==> src/rtl/hazard_sequencer.sv <==
// hazard_sequencer
// ----------------
// Pipeline hazard controller for a classic five-stage core. Every cycle it
// decides whether the pipeline advances, freezes behind a slow data memory,
// squashes wrong-path instructions after a control redirect, or inserts a
// single bubble for a load-use dependency.
//
// Decision priority: memory busy > redirect > load-use. Stage enables and
// flushes are combinational from the current inputs so the decision takes
// effect in the same cycle.
//
// Optional feature macro: HAZARD_PERF_CNT_EN
//   defined   -> cnt_flush / cnt_lu / cnt_memwait are live 32-bit wrapping counters
//   undefined -> the three counter outputs are constant 0 and no counter flops exist
//
// Ports
//   clk              in   pipeline clock
//   rst_n            in   asynchronous active-low reset
//   pc_src[1:0]      in   EX redirect code (00 none, 01 branch/jal, 10 jalr, 11 illegal)
//   memread_ex       in   EX instruction is a load
//   rd_ex[4:0]       in   EX destination register
//   rs1_id[4:0]      in   ID source register 1
//   rs2_id[4:0]      in   ID source register 2
//   dmem_req         in   MEM-stage data access pending
//   dmem_ready       in   data memory completes this cycle
//   pc_we            out  PC write enable
//   ifid_we          out  IF/ID write enable
//   idex_we          out  ID/EX write enable
//   exmem_we         out  EX/MEM write enable
//   ifid_flush       out  bubble into IF/ID
//   idex_flush       out  bubble into ID/EX
//   err_illegal_src  out  sticky: pc_src=11 was seen
//   err_mem_timeout  out  sticky: memory wait reached MEM_TIMEOUT cycles
//   cnt_flush[31:0]  out  redirect cycles taken
//   cnt_lu[31:0]     out  load-use stall cycles
//   cnt_memwait[31:0] out busy (frozen) cycles
//
// Parameter
//   MEM_TIMEOUT      consecutive wait cycles after which err_mem_timeout sets

module hazard_sequencer #(
  parameter int unsigned MEM_TIMEOUT = 255
) (
  input  logic        clk,
  input  logic        rst_n,
  input  logic [1:0]  pc_src,
  input  logic        memread_ex,
  input  logic [4:0]  rd_ex,
  input  logic [4:0]  rs1_id,
  input  logic [4:0]  rs2_id,
  input  logic        dmem_req,
  input  logic        dmem_ready,
  output logic        pc_we,
  output logic        ifid_we,
  output logic        idex_we,
  output logic        exmem_we,
  output logic        ifid_flush,
  output logic        idex_flush,
  output logic        err_illegal_src,
  output logic        err_mem_timeout,
  output logic [31:0] cnt_flush,
  output logic [31:0] cnt_lu,
  output logic [31:0] cnt_memwait
);

  typedef enum logic [1:0] {
    RUN      = 2'd0,
    FLUSH    = 2'd1,
    LU_STALL = 2'd2,
    MEM_WAIT = 2'd3
  } state_e;

  state_e     state_q, state_d;
  logic [7:0] wait_cnt_q, wait_cnt_d;
  logic       err_ill_q, err_ill_d;
  logic       err_to_q, err_to_d;

  logic busy;
  logic redirect;
  logic load_use;

  // x0 is hardwired to zero, so a load targeting it never creates a dependency.
  always_comb begin
    busy     = dmem_req & ~dmem_ready;
    redirect = (pc_src != 2'b00);
    load_use = memread_ex & (rd_ex != 5'd0) & ((rd_ex == rs1_id) | (rd_ex == rs2_id));
  end

  // Outputs and next state depend only on the current triggers; FLUSH and
  // LU_STALL therefore fall back to RUN on their own unless a fresh trigger
  // is present. While reset is held the pipeline is frozen with bubbles.
  always_comb begin
    pc_we      = 1'b1;
    ifid_we    = 1'b1;
    idex_we    = 1'b1;
    exmem_we   = 1'b1;
    ifid_flush = 1'b0;
    idex_flush = 1'b0;
    state_d    = RUN;
    if (!rst_n) begin
      pc_we      = 1'b0;
      ifid_we    = 1'b0;
      idex_we    = 1'b0;
      exmem_we   = 1'b0;
      ifid_flush = 1'b1;
      idex_flush = 1'b1;
      state_d    = RUN;
    end else if (busy) begin
      pc_we      = 1'b0;
      ifid_we    = 1'b0;
      idex_we    = 1'b0;
      exmem_we   = 1'b0;
      state_d    = MEM_WAIT;
    end else if (redirect) begin
      ifid_flush = 1'b1;
      idex_flush = 1'b1;
      state_d    = FLUSH;
    end else if (load_use) begin
      pc_we      = 1'b0;
      ifid_we    = 1'b0;
      idex_flush = 1'b1;
      state_d    = LU_STALL;
    end
  end

  // The wait counter tracks the length of the current freeze. The first busy
  // cycle arrives from a non-wait state and starts the run at one; the count
  // saturates so a stuck memory cannot wrap it back below the threshold.
  always_comb begin
    wait_cnt_d = 8'd0;
    if (busy) begin
      if (state_q == MEM_WAIT) begin
        wait_cnt_d = (wait_cnt_q == 8'hFF) ? 8'hFF : wait_cnt_q + 8'd1;
      end else begin
        wait_cnt_d = 8'd1;
      end
    end
    err_ill_d = err_ill_q | (pc_src == 2'b11);
    err_to_d  = err_to_q | (busy & (32'(wait_cnt_d) >= MEM_TIMEOUT));
  end

  always_ff @(posedge clk or negedge rst_n) begin
    if (!rst_n) begin
      state_q    <= RUN;
      wait_cnt_q <= 8'd0;
      err_ill_q  <= 1'b0;
      err_to_q   <= 1'b0;
    end else begin
      state_q    <= state_d;
      wait_cnt_q <= wait_cnt_d;
      err_ill_q  <= err_ill_d;
      err_to_q   <= err_to_d;
    end
  end

  assign err_illegal_src = err_ill_q;
  assign err_mem_timeout = err_to_q;

`ifdef HAZARD_PERF_CNT_EN
  logic [31:0] cnt_flush_q, cnt_lu_q, cnt_memwait_q;

  // Each counter follows the action actually taken this cycle, so a redirect
  // or load-use hidden behind a memory freeze is not counted.
  always_ff @(posedge clk or negedge rst_n) begin
    if (!rst_n) begin
      cnt_flush_q   <= 32'd0;
      cnt_lu_q      <= 32'd0;
      cnt_memwait_q <= 32'd0;
    end else begin
      if (busy) begin
        cnt_memwait_q <= cnt_memwait_q + 32'd1;
      end
      if (!busy && redirect) begin
        cnt_flush_q <= cnt_flush_q + 32'd1;
      end
      if (!busy && !redirect && load_use) begin
        cnt_lu_q <= cnt_lu_q + 32'd1;
      end
    end
  end

  assign cnt_flush   = cnt_flush_q;
  assign cnt_lu      = cnt_lu_q;
  assign cnt_memwait = cnt_memwait_q;
`else
  assign cnt_flush   = 32'd0;
  assign cnt_lu      = 32'd0;
  assign cnt_memwait = 32'd0;
`endif

endmodule

==> config.mk <==
export PLATFORM = sky130hd
export DESIGN_NAME = hazard_sequencer
export DESIGN_NICKNAME = d
export VERILOG_FILES = /design/src/rtl/hazard_sequencer.sv
export SDC_FILE = /design/constraint.sdc
export NUM_CORES = 1
export LEC_CHECK = 0
export CAP_MARGIN = 40
export CORE_MARGIN = 5
export CORE_UTILIZATION = 34
export DETAILED_ROUTE_END_ITERATION = 8
export GPL_ROUTABILITY_DRIVEN = 0
export PLACE_DENSITY_LB_ADDON = 0.12
export RECOVER_POWER = 25
export SETUP_SLACK_MARGIN = 0.1
export SLEW_MARGIN = 20
export SYNTH_ARGS = -nofsm -noshare
export SYNTH_HDL_FRONTEND = slang
export SYNTH_SLANG_ARGS = --single-unit
==> constraint.sdc <==
create_clock -name clk -period 1.96 [get_ports clk]
set_input_delay 0.294 -clock clk [delete_from_list [all_inputs] [get_ports clk]]
set_output_delay 0.294 -clock clk [all_outputs]
set_load 0.1 [all_outputs]
# Word-level counts from Yosys, hierarchy flattened
# Index checks and enable logic that the tools add are counted.
# word_totals
reg_bits	12
latch_bits	0
ram_bits	0
mem_bits_ro	0
word_cells	41
mem_count	0
# classes
add_sub_neg	1
n_mul	0
div	0
magnitude_cmp	1
eq_ne	5
n_shift	0
mux	20
bitwise	8
reduce_logical	2
# ops
op	n
$mux W8	3
$mux W1	13
$eq A5 B5 Y1	2
$add A8 B1 Y8 const B	1
$eq A8 B8 Y1 const B	1
$ge A8 B8 Y1 const B	1
$mux W2	4
$reduce_bool A5 Y1	1
$and A1 B1 Y1	4
$eq A2 B2 Y1 const B	2
$or A1 B1 Y1	3
$reduce_bool A2 Y1	1
$not A1 Y1	1

# Logic depth before layout (Yosys ltp)
# depth
depth_word	7
mapped_depth	7
depth_no_buf	6

# Worst setup path before layout
# OpenSTA, ideal clock, no wires.
# synth_path
kind	input -> output
start	in dmem_req
end	out idex_flush
arrival_time_ps	3375
slack_ps	-1709
stages	3
path_buffers	0
cell_sequence	nor2b_2 -> o21ai_0 -> a21o_1
# synth_via
elab_chain_cells	3
# synth_rtl
element	line	text
start: declaration	51	input logic dmem_req,
$and A1 B1 Y1	84	busy = dmem_req & ~dmem_ready;
$mux W1	108	end else if (busy) begin
$mux W1	100	if (!rst_n) begin
end: declaration	58	output logic idex_flush,
# No other way between the ends.

# Worst setup path in the final report
# layout_path
start	in rd_ex[4]
end	out ifid_we
# layout_via
elab_chain_cells	7
word_cells_on_any_way	10
# layout_rtl
element	line	text
start: declaration	48	input logic [4:0] rd_ex,
$eq A5 B5 Y1 / $reduce_bool A5 Y1 (equally long branches)	86	load_use = memread_ex & (rd_ex != 5'd0) & ((rd_ex == rs1_id) | (rd_ex == rs2_id));
$or A1 B1 Y1 / $and A1 B1 Y1 (equally long branches)	86	
$and A1 B1 Y1 (*)	86	
$mux W1 (*)	118	end else if (load_use) begin
$mux W1 (*)	114	end else if (redirect) begin
$mux W1 (*)	108	
$mux W1 (*)	100	
end: declaration	54	output logic ifid_we,
# Mark *: on every way between the ends. The rest lies on a longest branch, timed or not.

==> run_results.csv <==
group,metric,value,unit
outcome,outcome,"completed",
power,cellPowerDensity,837.3,nW/um^2
setup_path,r2r-end,"err_mem_timeout$_DFF_PN0_",
worst_hold_path,hold_path.class,"reg -> reg",
global_routing,grt_usage,0.08539,
setup_path,crit_buf_inv,3,
synth,synth-edff-count,0,
floorplan,die_x,78.01,um
setup_path,ff2ff_path_depth,5,
setup_path,startpoint_type,"input pin",
setup_path,crit_required,1670,ps
floorplan,rows,24,
clocking,cts-root-buf,"clkbuf_8",
synth,ys_top_cells_by_area,"buf_4 47%, dfrtp_1 19%, xor2_1 4.5%",
sta,finalCritPeriodShare,0.9869,
power,p_leak,0.9008,nW
synth,syn-instance-count,190,
setup_path,cp.arrival,1640,ps
sta,setup_viol,0,
worst_hold_path,holdPathStages,1,
global_routing,busiest_layer,"met2",
setup_path,cp_num_cells,7,
route,dr.pass1.iters,4,
placement,pre_cts_slack,-256.6,ps
power,vdd_drop_max,0.3899,mV
sta,layout_setup_ws,25.66,ps
synth,synth_mux_area_frac,0.006364,
route,drtAntennaViolNets,0,
worst_hold_path,min_from,"err_mem_timeout$_DFF_PN0_",
final_layout,instances_no_fill,283,
global_routing,use_met2,0.1519,
sta,rsz0062_at_grt,"true",
route,drt-vias-per-instance,3.721,
final_layout,area_delta_synth_final,12.49,%
setup_path,crit_path_max_fanout,3,
route,wl_per_cell,10.47,um
synth,yosys.area.top_type_share,0.4678,
sta,hold_slack,462.1,ps
final_layout,final_cell_area,1769,sq um
setup_path,cp_top_family,"simple AND/OR/NAND/NOR gates",
placement,placed_cells,273,
clocking,htreeDepth,1,
global_routing,overflow,0,
setup_path,cp_slowest_cell,"or4_4",
final_layout,mostFrequentLayoutCells,"96 x conb_1, 16 x buf_4, 12 x dfrtp_1, 9 x nand3_1, 7 x clkdlybuf4s50_1",
floorplan,die-area,6086,sq um
synth,ys_ff_latch,12,
synth,ys_seq_area_frac,0.1909,
floorplan,start_util,0.3563,
global_routing,grt_pass1_wl,4.291,mm
clocking,clk_path_buf_depth,2,
floorplan,die_y,78.01,um
floorplan,ioPinCount,126,
sta,fin_crit,1934,ps
global_routing,grt_pass1_vias,940,
setup_path,cp_cell_sequence,"buf_8 > or4_4 > o21ai_2 > a21oi_2 > buf_4 > a21boi_4 > buf_12",
global_routing,grt_max_degree,10,
synth,synthSimpleGateAreaFrac,0.1233,
setup_path,ff2ff_setup_slack,330,ps
final_layout,drive_gt1_frac,0.1991,
setup_path,end_kind,"primary output",
clocking,insertion_delay,230,ps
placement,dp_hpwl,2.556,mm
synth,synth_cell_type_count,39,
clocking,cts_buffers,3,
setup_path,r2r-start,"wait_cnt_q[0]$_DFF_PN0_",
synth,synth_top_family_by_area,"buffers and inverters",
global_routing,met3_usage,0.03661,
setup_path,crit_start,"rd_ex[4]",
route,drt_iter0_drc,22,
sta,fmax,0.5170,GHz
synth,syn-cell-area,1573,sq um
synth,synth_xor_area_frac,0.07796,
route,route.vias.total,1053,
final_layout,final_common_cell,"conb_1",
route,drc,0,
synth,synth_flop_cell,"dfrtp_1",
clocking,path_clk_slew,50,ps
global_routing,use_met1,0.09148,
job,maxCapViolCount,0,
clocking,tritoncts,"done",
synth,synth-warning-count,0,
global_routing,antenna_found_initial,0,
synth,synth_compound_area_frac,0.09865,
setup_path,slowest_delay,520,ps
sta,fin_skew,0.6271,ps
final_layout,diodes,0,
sta,hold_violations,0,
clocking,numClockSinks,12,
placement,portBuffers,29,
setup_path,crit_type,"in -> out",
route,wirelength,2.964,mm
synth,synth_fa_ha_area_frac,0.007955,
synth,synth.avg_cell_area,8.278,sq um
synth,synthArstFlopShare,1.000,
placement,place_area,1673,sq um
sta,slew_violations,0,
final_layout,nNetsFinal,256,
worst_hold_path,min_to,"err_mem_timeout$_DFF_PN0_",
floorplan,core_area,4414,sq um
final_layout,final_util,0.4008,
synth,yosysTopAreaCell,"buf_4",
## layout make-up
| cell class | count | area, sq um |
|---|---|---|
| Timing Repair Buffer | 46 | 452.9 |
| Multi-Input combinational cell | 168 | 902.1 |
| Tap cell | 52 | 65.06 |
| Inverter | 2 | 7.507 |
| Sequential cell | 12 | 300.3 |
| Clock buffer | 3 | 41.29 |
| Fill cell | 470 | 2645 |
## kinds of logic (layout without fill, tap and decap cells)
family | count (synthesis) | after routing
other | 1 | 96
DFF | 12 | 12
AOI/OAI and AO/OA | 22 | 22
muxes | 1 | 1
adders and majority gates | 1 | 1
and+or+nand+nor | 34 | 34
buffers and inverters | 105 | 51
xor gates and xnor gates | 14 | 14
## worst max path at each step
stage	endpoint
3_5_place_dp	ifid_we
3_3_place_gp	ifid_we
2_1_floorplan	pc_we
4_1_cts	ifid_we
5_1_grt	ifid_we
6_report	ifid_we
## synth_stat cells (2+ instances only)
library cell and n:
o21ai_0 3, nand3_1 9, buf_4 98, inv_1 2
a21oi_1 6, nor2_1 6, xnor2_1 6, dfrtp_1 12
nand2_1 5, nor3_1 3, o21ai_2 2, xor2_1 8
buf_2 3, a21o_1 2
## worst reg2reg max path: stages, from the launching register on
cell and delay [ps]:
dfrtp_1 440, ha_2 320, nand4_2 170, nor4b_1 310
nor3_1 100, a41o_1 180
## state kept, by name, indices dropped and copies added (netlist names)
name	cells
err_mem_timeout	1
wait_cnt_q	8
state_q	2
err_illegal_src	1
## layer usage
metal | share of wire | vias to the layer above | wire (um)
met5 | 0 | - | 0
met4 | 0.0081 | 0 | 24
met3 | 0.16 | 2 | 467
met2 | 0.50 | 74 | 1478
met1 | 0.34 | 473 | 993
li1 | - | 504 | -
## power by group
group          total (mW)  switching [mW]  internal (mW)
combinational        1.02           0.915          0.102
sequential          0.255         0.00366          0.252
clock               0.209          0.0751          0.134
## timing repair
item	in CTS	in global routing
pin swaps	13	3
setup endpoints to repair	3	4
gates resized for setup	26	12
hold endpoints to repair	0	0
buffers inserted	6	1
hold buffers	0	0
## per-stage QoR
step / setup TNS, ps / power [mW]
2_1_floorplan: -312.9 / 1.310
3_3_place_gp: -745.9 / 1.269
5_1_grt: -25.94 / 1.526
6_report: 0 / 1.481
3_5_place_dp: -738.1 / 1.268
4_1_cts: -43.85 / 1.486
No activity file was read; power rests on OpenSTA's default activity.
